[src/rtl/dmem_access_unit_pkg.sv]
// -----------------------------------------------------------------------------
// dmem_access_unit_pkg
// Shared definitions for the data-memory access unit: FSM state encoding,
// the word-alignment mask and a small alignment helper.
// -----------------------------------------------------------------------------
package dmem_access_unit_pkg;

  typedef enum logic [1:0] {
    ST_IDLE  = 2'd0,
    ST_REQ   = 2'd1,
    ST_DONE  = 2'd2,
    ST_FAULT = 2'd3
  } dmem_state_t;

  // Low address bits that must be zero for a word access.
  localparam logic [1:0] WORD_ALIGN_MASK = 2'b11;

  function automatic logic is_misaligned(input logic [1:0] addr_lsbs);
    return (addr_lsbs & WORD_ALIGN_MASK) != 2'b00;
  endfunction

endpackage

[src/rtl/dmem_timeout_counter.sv]
// -----------------------------------------------------------------------------
// dmem_timeout_counter
// Counts REQ cycles spent waiting for the memory acknowledge.
//   clk    : system clock, rising edge
//   rst_n  : asynchronous active-low reset
//   clr    : synchronous clear (has priority over en)
//   en     : increment by one
//   tc     : terminal count, high while count == TIMEOUT_CYCLES-1
// TIMEOUT_CYCLES must be >= 2.
// -----------------------------------------------------------------------------
module dmem_timeout_counter #(
  parameter  int TIMEOUT_CYCLES = 16,
  localparam int CNT_W          = (TIMEOUT_CYCLES > 1) ? $clog2(TIMEOUT_CYCLES) : 1
) (
  input  logic clk,
  input  logic rst_n,
  input  logic clr,
  input  logic en,
  output logic tc
);

  logic [CNT_W-1:0] count;

  // NOTE: state registers use non-blocking (<=) assignments so every flop
  // samples the pre-edge values, independent of block evaluation order.
  always_ff @(posedge clk or negedge rst_n) begin
    if (!rst_n) begin
      count <= '0;
    end else if (clr) begin
      count <= '0;
    end else if (en) begin
      count <= count + CNT_W'(1);
    end
  end

  assign tc = (count == CNT_W'(TIMEOUT_CYCLES - 1));

endmodule

[src/rtl/dmem_access_unit.sv]
// -----------------------------------------------------------------------------
// dmem_access_unit
// Converts a one-cycle load_word/store_word request from the single-cycle cpu
// into a registered req/ack transaction to a multi-cycle data memory, stalls
// the cpu until it completes, and raises a fault for misaligned/ambiguous
// requests and for memory timeouts.
//
// Ports:
//   clk          system clock, rising edge
//   reset        asynchronous active-low reset
//   cpu_load     load_word request
//   cpu_store    store_word request
//   cpu_address  byte address
//   cpu_wdata    store data
//   cpu_rdata    load result, valid in the DONE cycle, held otherwise
//   cpu_stall    combinational stall (PC / register write hold)
//   cpu_fault    fault pulse to the panic logic
//   mem_req      registered memory request
//   mem_we       registered write enable (1 = write)
//   mem_addr     registered word-aligned address
//   mem_wdata    registered write data
//   mem_ack      memory completion
//   mem_rdata    memory read data, valid with mem_ack
// -----------------------------------------------------------------------------
module dmem_access_unit
  import dmem_access_unit_pkg::*;
#(
  parameter int DATA_WIDTH     = 32,
  parameter int ADDR_WIDTH     = 32,
  parameter int TIMEOUT_CYCLES = 16
) (
  input  logic                  clk,
  input  logic                  reset,
  input  logic                  cpu_load,
  input  logic                  cpu_store,
  input  logic [ADDR_WIDTH-1:0] cpu_address,
  input  logic [DATA_WIDTH-1:0] cpu_wdata,
  output logic [DATA_WIDTH-1:0] cpu_rdata,
  output logic                  cpu_stall,
  output logic                  cpu_fault,
  output logic                  mem_req,
  output logic                  mem_we,
  output logic [ADDR_WIDTH-1:0] mem_addr,
  output logic [DATA_WIDTH-1:0] mem_wdata,
  input  logic                  mem_ack,
  input  logic [DATA_WIDTH-1:0] mem_rdata
);

  dmem_state_t state, state_next;

  logic req_any;
  logic req_illegal;
  logic req_valid;
  logic timeout;

  // Request decode: both strobes at once or a non-word address is illegal.
  assign req_any     = cpu_load | cpu_store;
  assign req_illegal = req_any &
                       ((cpu_load & cpu_store) | is_misaligned(cpu_address[1:0]));
  assign req_valid   = req_any & ~req_illegal;

  // The counter sits at zero outside REQ, so entering REQ always starts a
  // fresh wait window; it only advances on cycles without an acknowledge.
  dmem_timeout_counter #(
    .TIMEOUT_CYCLES (TIMEOUT_CYCLES)
  ) u_timeout (
    .clk   (clk),
    .rst_n (reset),
    .clr   (state != ST_REQ),
    .en    ((state == ST_REQ) && !mem_ack),
    .tc    (timeout)
  );

  // State register.
  always_ff @(posedge clk or negedge reset) begin
    if (!reset) begin
      state <= ST_IDLE;
    end else begin
      state <= state_next;
    end
  end

  // Next-state logic. An acknowledge in the timeout cycle still completes.
  always_comb begin
    state_next = state;
    unique case (state)
      ST_IDLE:  if (req_valid) state_next = ST_REQ;
      ST_REQ: begin
        if (mem_ack)      state_next = ST_DONE;
        else if (timeout) state_next = ST_FAULT;
      end
      ST_DONE:  state_next = ST_IDLE;
      ST_FAULT: state_next = ST_IDLE;
      default:  state_next = ST_IDLE;
    endcase
  end

  // Output logic. Gated by reset so every output reads 0 while reset is
  // asserted, even if the cpu is still presenting a request.
  // NOTE: every combinational output gets a default first so no path through
  // the case leaves it unassigned (which would infer a latch).
  always_comb begin
    cpu_stall = 1'b0;
    cpu_fault = 1'b0;
    if (reset) begin
      case (state)
        ST_IDLE: begin
          cpu_stall = req_valid;
          cpu_fault = req_illegal;
        end
        ST_REQ:   cpu_stall = 1'b1;
        ST_FAULT: cpu_fault = 1'b1;
        default:  ;
      endcase
    end
  end

  // Datapath registers: memory-side request and the load result.
  always_ff @(posedge clk or negedge reset) begin
    if (!reset) begin
      mem_req   <= 1'b0;
      mem_we    <= 1'b0;
      mem_addr  <= '0;
      mem_wdata <= '0;
      cpu_rdata <= '0;
    end else begin
      case (state)
        ST_IDLE: begin
          if (req_valid) begin
            mem_req   <= 1'b1;
            mem_we    <= cpu_store;
            mem_addr  <= cpu_address & ~ADDR_WIDTH'(WORD_ALIGN_MASK);
            mem_wdata <= cpu_wdata;
          end
        end
        ST_REQ: begin
          if (mem_ack) begin
            mem_req <= 1'b0;
            if (!mem_we) cpu_rdata <= mem_rdata;
          end else if (timeout) begin
            mem_req   <= 1'b0;
            cpu_rdata <= '0;
          end
        end
        default: ;
      endcase
    end
  end

endmodule

[config.mk]
export PLATFORM = sky130hd
export DESIGN_NAME = dmem_access_unit
export DESIGN_NICKNAME = d
export VERILOG_FILES = /design/src/rtl/dmem_access_unit_pkg.sv /design/src/rtl/dmem_timeout_counter.sv /design/src/rtl/dmem_access_unit.sv
export SDC_FILE = /design/constraint.sdc
export NUM_CORES = 1
export LEC_CHECK = 0
export ABC_CLOCK_PERIOD_IN_PS = 2100
export CORE_MARGIN = 2
export CORE_UTILIZATION = 40
export DETAILED_ROUTE_END_ITERATION = 16
export GPL_TIMING_DRIVEN = 0
export PLACE_DENSITY = 0.8
export SYNTH_ARGS = -nofsm -noshare
export SYNTH_HDL_FRONTEND = slang
export SYNTH_HIERARCHICAL = 1
export SYNTH_SLANG_ARGS = --single-unit
[constraint.sdc]
create_clock -name clk -period 2.1 [get_ports clk]
set_input_delay 0.42 -clock clk [delete_from_list [all_inputs] [get_ports clk]]
set_output_delay 0.42 -clock clk [all_outputs]
set_load 0.01 [all_outputs]
==> results of run 1 <==
-- flip-flops by register name, indices dropped and copies added (netlist names) --
register and count:
cpu_rdata 32, mem_wdata 32, mem_addr 30, u_timeout/count 4, state 2, mem_req 1, mem_we 1
-- metal layers --
layer  routed length [µm]  up-vias
li1                     -     1377
met2                 5180      134
met1                 4130     1475
met3                  707       16
met5                    0        -
met4                  170        0
-- power by group through the flow --
stage	sequential, mW	clock, mW	combinational (mW)
finish	3.36	1.39	4.08
global route	3.48	1.51	4.36
floorplan	3.77	0	1.27
detailed placement	3.40	0	4.06
CTS	3.36	1.43	4.11
global placement	3.35	0	3.95
-- worst max-delay path, cell delays in order (launching register included) --
cell	delay, ns
dfrtp_1	0.37
inv_1	0.07
ha_2	0.18
buf_6	0.13
a21boi_2	0.15
o211a_1	0.20
buf_2	0.13
-- final cells by class --
cell class | instances | area share [%]
repair buffers | 206 | 31.7
clock inverters | 5 | 1.25
well taps | 133 | 2.56
clock buffers | 11 | 2.33
plain buffers | 14 | 1.56
flip-flops and latches | 102 | 39.3
multi-input cells | 139 | 21.0
inverters | 5 | 0.289
-- final timing paths --
kind / start / to / slack (ns) / cells after the start
min in group clk: mem_wdata[2] / mem_wdata[2] / 0.51 / 1
setup reg to reg: state[0] / mem_wdata[9] / 0.13 / 8
setup / recovery: state[0] / cpu_fault / 0.09 / 6
max in group asynchronous: reset / mem_we / 0.53 / 3
hold / removal: reset / mem_addr[29] / 0.49 / 2
hold reg to reg: mem_wdata[2] / mem_wdata[2] / 0.51 / 1
-- kinds of logic (layout without fill, tap and decap cells) --
kind of cell	Yosys count	in the layout	share of synthesized area, %
DFF	102	102	63.6
AOI/OAI and AO/OA	47	47	9.91
xor gates and xnor gates	3	3	0.655
adders and majority gates	5	5	1.56
other	1	2	0.0934
and+or+nand+nor	17	17	2.37
muxes	65	65	18.8
buffers and inverters	20	241	3.08
-- synth_stat cells --
| cell type | instances | area, µm² |
|---|---|---|
| conb_1 | 1 | 3.75 |
| inv_1 | 5 | 18.8 |
| ha_1 | 5 | 62.6 |
| nand3_4 | 1 | 17.5 |
| a221oi_1 | 1 | 8.76 |
| nand3_1 | 1 | 5.00 |
| a21bo_2 | 1 | 10.0 |
| dfrtp_1 | 102 | 2550 |
| o21ai_0 | 1 | 5.00 |
| a21oi_1 | 1 | 5.00 |
| buf_4 | 4 | 30.0 |
| buf_6 | 3 | 33.8 |
| clkbuf_8 | 1 | 13.8 |
| o22a_1 | 1 | 8.76 |
| buf_1 | 1 | 3.75 |
| a21boi_0 | 3 | 22.5 |
| nor2b_1 | 2 | 12.5 |
| mux2i_1 | 1 | 10.0 |
| a22o_1 | 32 | 280 |
| nand4_1 | 2 | 12.5 |
| o311ai_0 | 1 | 8.76 |
| mux2_2 | 58 | 653 |
| a211oi_1 | 1 | 7.51 |
| mux2_4 | 6 | 90.1 |
| xor2_1 | 1 | 8.76 |
| nand2_1 | 3 | 11.3 |
| buf_2 | 1 | 5.00 |
| o211a_1 | 1 | 10.0 |
| clkbuf_1 | 5 | 18.8 |
| and3_1 | 1 | 6.26 |
| xnor2_1 | 2 | 17.5 |
| o21a_1 | 1 | 7.51 |
| nor2_1 | 6 | 22.5 |
| nand3b_1 | 1 | 7.51 |
| o32a_1 | 1 | 10.0 |
| a21o_1 | 1 | 7.51 |
| o22ai_1 | 1 | 6.26 |
-- layout by cell type (no fill, tap or decap), types with 2 or more instances in the layout --
| master | count |
|---|---|
| nand4_1 | 2 |
| nand2_1 | 3 |
| clkbuf_8 | 11 |
| buf_4 | 9 |
| a22o_1 | 32 |
| bufinv_16 | 2 |
| a21boi_2 | 2 |
| mux2_4 | 6 |
| inv_1 | 3 |
| nor2b_1 | 2 |
| buf_6 | 5 |
| conb_1 | 2 |
| nor2_1 | 5 |
| ha_2 | 2 |
| clkdlybuf4s50_1 | 193 |
| dlygate4sd2_1 | 2 |
| clkbuf_2 | 3 |
| ha_1 | 3 |
| inv_2 | 2 |
| clkbuf_1 | 3 |
| buf_2 | 2 |
| dfrtp_1 | 102 |
| xnor2_1 | 2 |
| mux2_2 | 58 |
-- repair_timing --
action | in CTS | in global routing
buffers inserted | 5 | 0
hold buffers | 2 | 0
pin swaps | 2 | 0
endpoints found under the setup margin | 2 | 47
resized for setup | 15 | 14
hold endpoints to repair | 17 | 0
==> run_results.csv, run 1 <==
group,metric,value,unit
timing,worst_pin_slew,0.823,ns
cells_and_area,final_area,6490,µm²
job,maxCapViolCount,0,
global_routing,antenna_found_initial,0,
floorplanning,initial_utilization,41.1,%
route,first_pass_iters,4,
global_routing,grt_pass1_wl,16700,µm
cells_and_area,final_nets,583,
pwr,cell_internal_pwr,6.18,mW
cts,root_buffer,"clkbuf_8",
pwr,switching_power,2.65,mW
route,drcViolationCount,0,
timing,slew_headroom,45.1,%
cells_and_area,fin_cells,615,
place,placed_area,6190,µm²
cts,cts_made_buffers,9,
route,vias_per_cell,4.88,
worst_setup_path,end_kind,"output pin",
global_routing,grt_max_degree,73,
cells_and_area,post-route-util,66.4,%
floorplanning,placementRows,36,
global_routing,grt_use_met2,33.8,%
synth,ys_ff_latch,102,
pwr,ir_drop,0.631,mV
global_routing,grt_use_total,19.4,%
place,dp.final_hpwl,7750,µm
timing,setup-tns-final,0,ns
synth,synth_cell_type_count,37,
place,place_inst,593,
floorplanning,die_x,104,µm
cts,clock_path_buffers,2,
pwr,seq_power_share,38.0,%
pwr,leakage,2.84,nW
timing,fin_skew,0.0137,ns
global_routing,grt_pass1_vias,3254,
worst_setup_path,cp.arrival,1.59,ns
synth,synth_area_per_cell,15.4,µm²
timing,grt_setup_unrepaired,"false",
cells_and_area,area_delta_synth_final,61.8,%
global_routing,met1_usage,22.7,%
floorplanning,die_area,10900,µm²
cts,insertion_delay,0.35,ns
timing,maxSlewViolCount,0,
pwr,clkPwrFrac,15.7,%
status,status,"finished clean",
cells_and_area,filler_cell_count,765,
worst_setup_path,startpoint_type,"flip-flop",
floorplanning,die_height,104,µm
timing,timing.hold.ws,0.495,ns
synth,ys_seq_area_share,63.6,%
timing,max_freq,0.498,GHz
worst_setup_path,path_class,"flip-flop to output pin",
cts,clock-sinks,102,
timing,setup_viol,0,
route,vias,3002,
cells_and_area,drive_gt1_share,22.8,%
route,first_iter_violations,62,
cts,clk_pin_slew,0.10,ns
place,io_buffers,198,
cells_and_area,multi_input_area,1370,µm²
global_routing,overflow,0,
route,antenna_left,0,
place,place_ws,-0.886,ns
synth,synthesis.area,4020,µm²
pwr,pwr-share-comb,46.3,%
global_routing,busiest_layer,"met2",
route,wl,10200,µm
timing,fin_crit_sh,95.7,%
pwr,powerDensity,1360,nW/µm²
pwr,total_power,8.83,mW
synth,syn_inst,260,
worst_setup_path,critPathMaxFanout,8,
cts,htreeDepth,3,
cts,cts_tree,"done",
timing,setup_slack,0.0908,ns
min_path,hold_path_class,"primary input to asynchronous set/reset pin",
cells_and_area,diodes,0,
worst_setup_path,worstPathRequired,1.68,ns
floorplanning,io_pins,201,
cells_and_area,area.sequential,2550,µm²
floorplanning,core-area,9770,µm²
timing,hold_viol,0,
synth,ys_warn_count,6,
route,wl_per_cell,16.6,µm
timing,min_period,2.01,ns
place,gp_congestion,0.796,
pwr,switching_share,30.0,%
global_routing,grt_use_met3,5.89,%
Power figures use the tool's default switching activity.
==> run 2: changes to the inputs <==
--- a/config.mk
+++ b/config.mk
@@ -5,12 +5,13 @@
 export SDC_FILE = /design/constraint.sdc
 export NUM_CORES = 1
 export LEC_CHECK = 0
-export ABC_CLOCK_PERIOD_IN_PS = 2100
+export ABC_CLOCK_PERIOD_IN_PS = 2400
 export CORE_MARGIN = 2
-export CORE_UTILIZATION = 40
+export CORE_UTILIZATION = 43
 export DETAILED_ROUTE_END_ITERATION = 16
 export GPL_TIMING_DRIVEN = 0
-export PLACE_DENSITY = 0.8
+export PLACE_DENSITY = 0.85
+export SETUP_SLACK_MARGIN = 0.1
 export SYNTH_ARGS = -nofsm -noshare
 export SYNTH_HDL_FRONTEND = slang
 export SYNTH_HIERARCHICAL = 1
==> constraint.sdc (replaced) <==
create_clock -name clk -period 2.4 [get_ports clk]
set_input_delay 0.48 -clock clk [delete_from_list [all_inputs] [get_ports clk]]
set_output_delay 0.48 -clock clk [all_outputs]
set_load 0.01 [all_outputs]
==> run 2 against run 1 <==
Wire length decreased by 2.4%. Clock power is 15% lower. Hold slack worse by 0.38 ns. Sequential power fell by 13%. Via count fell by 2.0%. Sequential share of layout area is 0.47 points higher. Critical path type unchanged. Critical endpoint unchanged.
==> run_results.csv, run 2 (same netlist as run 1, synthesis figures left out) <==
group,metric,value,unit
pwr,pwr-share-comb,46.1,%
status,status,"finished clean",
worst_setup_path,reg2reg_from,"u_timeout/count[0]",
route,wl_per_cell,16.8,µm
timing,worst_pin_slew,0.571,ns
route,drcViolationCount,0,
worst_setup_path,worstPathRequired,1.92,ns
global_routing,grt_max_degree,62,
worst_setup_path,cp.arrival,1.77,ns
cells_and_area,area_delta_synth_final,59.9,%
pwr,switching_power,2.29,mW
cells_and_area,reg_top3,"cpu_rdata (32), mem_wdata (32), mem_addr (30)",
timing,min_period,2.25,ns
place,placed_area,6160,µm²
pwr,seq_power_share,38.5,%
cells_and_area,final_area,6420,µm²
min_path,hold_path_class,"primary input to asynchronous set/reset pin",
cells_and_area,area.sequential,2550,µm²
global_routing,overflow,0,
cells_and_area,drive_gt1_share,20.9,%
pwr,switching_share,30.0,%
route,first_iter_violations,40,
timing,setup_viol,0,
route,antenna_left,0,
floorplanning,die_x,101,µm
cts,htreeDepth,3,
pwr,powerDensity,1190,nW/µm²
cts,root_buffer,"clkbuf_8",
cts,cts_tree,"done",
cells_and_area,diodes,0,
floorplanning,die_area,10100,µm²
global_routing,grt_pass1_vias,3088,
worst_setup_path,critPathMaxFanout,8,
pwr,clkPwrFrac,15.5,%
floorplanning,core-area,9150,µm²
floorplanning,placementRows,35,
route,wl,9940,µm
timing,max_freq,0.445,GHz
cells_and_area,layout_commonest_cell,"clkdlybuf4s50_1",
cts,cts_made_buffers,9,
floorplanning,initial_utilization,43.9,%
floorplanning,io_pins,201,
worst_setup_path,startpoint_type,"flip-flop",
timing,hold_viol,0,
route,first_pass_iters,4,
timing,slew_headroom,61.9,%
cells_and_area,filler_cell_count,680,
worst_setup_path,cp-startpoint,"state[0]",
timing,setup-tns-final,0,ns
timing,grt_setup_unrepaired,"true",
global_routing,grt_use_total,19.1,%
pwr,ir_drop,0.614,mV
cells_and_area,final_cell_mix,"192 x clkdlybuf4s50_1, 102 x dfrtp_1, 58 x mux2_2",
pwr,cell_internal_pwr,5.35,mW
cts,clock-sinks,102,
worst_setup_path,path_class,"flip-flop to output pin",
global_routing,grt_pass1_wl,15200,µm
route,vias,2943,
floorplanning,die_height,101,µm
timing,maxSlewViolCount,0,
global_routing,antenna_found_initial,0,
route,vias_per_cell,4.99,
timing,fin_skew,0.00995,ns
place,io_buffers,198,
worst_setup_path,end_kind,"output pin",
cells_and_area,final_nets,580,
place,gp_congestion,0.812,
pwr,leakage,2.80,nW
cts,insertion_delay,0.34,ns
place,dp.final_hpwl,7620,µm
job,maxCapViolCount,0,
cells_and_area,multi_input_area,1360,µm²
cts,clk_pin_slew,0.10,ns
cts,clock_path_buffers,2,
timing,fin_crit_sh,93.6,%
run 2: cell types whose count changed in the layout (fill, tap and decap cells not counted), sizes merged:
| cell | before | now |
|---|---|---|
| buf | 17 | 15 |
| clkinv | 2 | 0 |
| clkinvlp | 1 | 3 |
| dlygate4sd2 | 2 | 4 |
| clkdlybuf4s50 | 193 | 192 |
| dlygate4sd3 | 1 | 0 |
| dlymetal6s4s | 1 | 0 |
run 2: per-layer routing:
metal  GRT usage [%]  vias to the layer above  wire length [µm]
li1                -                     1366                 -
met1            23.1                     1452              3970
met2            33.0                      121              5080
met3            6.10                        4               829
met4            4.85                        0                61
met5               0                        -                 0
run 2: layout make-up:
| class | count | area share [%] |
|---|---|---|
| plain buffers | 15 | 1.68 |
| clock buffers | 11 | 2.20 |
| clock inverters | 5 | 1.29 |
| inverters | 5 | 0.292 |
| multi-input cells | 139 | 21.2 |
| flip-flops and latches | 102 | 39.8 |
| well taps | 111 | 2.16 |
| repair buffers | 202 | 31.5 |
run 2: worst max-delay path: stages (launching register included):
cell	delay, ns
dfrtp_1	0.42
inv_2	0.06
ha_1	0.19
buf_4	0.16
a21boi_1	0.13
o211a_1	0.20
dlygate4sd2_1	0.27
run 2: path summary, 6_finish.rpt:
path / to / slack [ns] / cells after the start
worst min register to register: mem_addr[22] / 0.51 / 1
worst max register to register: cpu_rdata[24] / 0.39 / 6
worst min-delay path: mem_wdata[24] / 0.11 / 1
min in group clk: mem_addr[22] / 0.51 / 1
worst max-delay path: cpu_fault / 0.15 / 6
max in group asynchronous: cpu_rdata[26] / 1.59 / 2
run 2: per-stage QoR:
stage | std cells | setup slack, ns | hold WS (ns) | utilization, % | power (mW)
after floorplan | 261 | 0.469 | 0.184 | - | 4.41
after global placement | 570 | -3.31 | 0.485 | 67.1 | 6.38
after detailed placement | 571 | -0.693 | 0.491 | 67.4 | 6.51
after CTS | 589 | 0.111 | 0.125 | 70.0 | 7.72
after global routing | 590 | 0.0638 | 0.153 | 70.1 | 8.07
final | 590 | 0.154 | 0.113 | 70.1 | 7.64
run 2: repair_timing:
item / CTS / global route
setup buffers: 2 / 1
resized for setup: 14 / 2
gates cloned: 0 / 0
pin swaps: 2 / 0
hold buffers: 0 / 0
setup endpoints to repair: 2 / 2
run 2: power by group through the flow:
stage,clock [mW],combinational (mW),sequential [mW]
floorplan,0,1.11,3.30
global placement,0,3.45,2.93
detailed placement,0,3.55,2.97
CTS,1.22,3.56,2.94
global route,1.28,3.76,3.04
finish,1.18,3.52,2.94
==> run 3: changes to the inputs <==
--- a/config.mk
+++ b/config.mk
@@ -5,12 +5,13 @@
 export SDC_FILE = /design/constraint.sdc
 export NUM_CORES = 1
 export LEC_CHECK = 0
-export ABC_CLOCK_PERIOD_IN_PS = 2400
+export ABC_CLOCK_PERIOD_IN_PS = 2170
 export CORE_MARGIN = 2
-export CORE_UTILIZATION = 43
+export CORE_UTILIZATION = 40
 export DETAILED_ROUTE_END_ITERATION = 16
+export GPL_ROUTABILITY_DRIVEN = 0
 export GPL_TIMING_DRIVEN = 0
-export PLACE_DENSITY = 0.85
+export PLACE_DENSITY = 0.8
 export SETUP_SLACK_MARGIN = 0.1
 export SYNTH_ARGS = -nofsm -noshare
 export SYNTH_HDL_FRONTEND = slang
==> constraint.sdc (replaced) <==
create_clock -name clk -period 2.17 [get_ports clk]
set_input_delay 0.434 -clock clk [delete_from_list [all_inputs] [get_ports clk]]
set_output_delay 0.434 -clock clk [all_outputs]
set_load 0.01 [all_outputs]
==> run 3 against run 2 <==
Design area is 1.8% higher. Hold slack worse by 0.089 ns. Worst setup slack worse by 0.051 ns. Clock power is 14% higher. First-iteration DRC count is 85% higher. Largest power group unchanged. Sequential share of layout area is 0.69 points lower.
==> run_results.csv, run 3 (same netlist as run 1, synthesis figures left out) <==
group,metric,value,unit
status,status,"finished clean",
job,maxCapViolCount,0,
cells_and_area,final_cell_mix,"193 x clkdlybuf4s50_1, 102 x dfrtp_1, 58 x mux2_2",
cts,cts_made_buffers,9,
cells_and_area,reg_top3,"cpu_rdata (32), mem_wdata (32), mem_addr (30)",
timing,worst_pin_slew,0.553,ns
timing,setup_viol,0,
cells_and_area,fin_cells,618,
place,dp.final_hpwl,7750,µm
floorplanning,die_height,104,µm
worst_setup_path,worstPathRequired,1.74,ns
floorplanning,die_x,104,µm
cells_and_area,drive_gt1_share,23.3,%
place,place_ws,-0.844,ns
pwr,clkPwrFrac,15.6,%
route,drcViolationCount,0,
floorplanning,placementRows,36,
timing,slew_headroom,63.0,%
cells_and_area,area_delta_synth_final,62.7,%
timing,min_period,2.07,ns
timing,fin_skew,0.0117,ns
pwr,pwr-share-comb,46.7,%
cells_and_area,diodes,0,
global_routing,grt_pass1_vias,3231,
worst_setup_path,path_class,"primary input to output pin",
worst_setup_path,cp-startpoint,"cpu_address[1]",
floorplanning,core-area,9770,µm²
cts,cts_tree,"done",
timing,grt_setup_unrepaired,"true",
timing,maxSlewViolCount,0,
global_routing,grt_pass1_wl,16600,µm
route,vias_per_cell,4.89,
pwr,powerDensity,1320,nW/µm²
pwr,ir_drop,0.611,mV
cells_and_area,final_nets,586,
route,antenna_left,0,
route,wl,10100,µm
pwr,switching_power,2.57,mW
worst_setup_path,reg2reg_from,"state[0]",
min_path,hold_path_class,"primary input to asynchronous set/reset pin",
cts,clk_pin_slew,0.10,ns
cts,htreeDepth,3,
worst_setup_path,r2r_setup_slack,0.29,ns
global_routing,grt_use_total,19.3,%
floorplanning,initial_utilization,41.1,%
floorplanning,io_pins,201,
route,first_iter_violations,74,
timing,max_freq,0.484,GHz
place,place_inst,593,
route,first_pass_iters,4,
place,io_buffers,198,
pwr,cell_internal_pwr,6.03,mW
global_routing,antenna_found_initial,0,
cts,clock_path_buffers,2,
timing,fin_crit_sh,95.3,%
cts,insertion_delay,0.35,ns
route,vias,3022,
floorplanning,die_area,10900,µm²
cells_and_area,layout_commonest_cell,"clkdlybuf4s50_1",
cells_and_area,filler_cell_count,755,
cts,root_buffer,"clkbuf_8",
worst_setup_path,critPathMaxFanout,4,
global_routing,overflow,0,
cts,cts-hold-fix-buffers,0,
worst_setup_path,end_kind,"output pin",
pwr,leakage,2.86,nW
timing,setup_slack,0.103,ns
worst_setup_path,cp.arrival,1.63,ns
route,wl_per_cell,16.3,µm
cells_and_area,post-route-util,66.8,%
global_routing,grt_max_degree,73,
pwr,switching_share,29.9,%
cts,clock-sinks,102,
worst_setup_path,startpoint_type,"primary input",
pwr,seq_power_share,37.7,%
pwr,total_power,8.60,mW
timing,hold_viol,0,
run 3: area by class of cell:
cell class | count | area, µm² | share of cell area (%)
Inverter | 5 | 18.8 | 0.287
Tap cell | 133 | 166 | 2.55
Sequential cell | 102 | 2550 | 39.1
Multi-Input combinational cell | 139 | 1370 | 21.0
Clock inverter | 5 | 81.3 | 1.24
Clock buffer | 11 | 151 | 2.32
Timing Repair Buffer | 208 | 2060 | 31.6
Buffer | 15 | 126 | 1.93
run 3: through the flow:
step                      setup TNS [ns]  hold slack [ns]  cell area, µm²
final                                  0           0.0233            6530
after detailed placement           -4.10            0.409            6190
after CTS                              0          0.00340            6480
after floorplan                        0            0.138            4020
after global placement           -328.04            0.485            6170
after global routing                   0           0.0235            6530
run 3: per-layer routing:
metal / vias to the layer above / share of wire [%] / wire (µm) / GRT usage (%)
met1: 1498 / 40 / 4020 / 22.6
li1: 1379 / - / - / -
met5: - / 0 / 0 / 0
met2: 135 / 52 / 5240 / 34.0
met3: 10 / 6.9 / 700 / 5.76
met4: 0 / 1.1 / 114 / 6.08
run 3: what timing repair did:
item | CTS | global route
pin swaps | 2 | 2
resized for setup | 19 | 9
setup endpoints to repair | 2 | 32
buffers inserted | 5 | 4
run 3: path summary, 6_finish.rpt:
check,endpoint,depth (start not counted)
max,cpu_stall,6
min in group clk,mem_wdata[2],1
max in group asynchronous,cpu_rdata[2],2
max reg2reg,u_timeout/count[3],5
min,mem_wdata[24],1
min reg2reg,mem_wdata[2],1
run 3: critical path: stages:
cell             delay, ns
clkdlybuf4s50_1       0.49
nor2_4                0.19
nand3_4               0.10
clkbuf_16             0.16
a21boi_1              0.13
buf_2                 0.14
run 3: power by group through the flow:
stage | sequential, mW | clock (mW) | combinational [mW]
floorplan | 3.65 | 0 | 1.23
global placement | 3.25 | 0 | 3.82
detailed placement | 3.29 | 0 | 3.93
CTS | 3.25 | 1.38 | 3.99
global route | 3.37 | 1.46 | 4.29
finish | 3.25 | 1.34 | 4.01
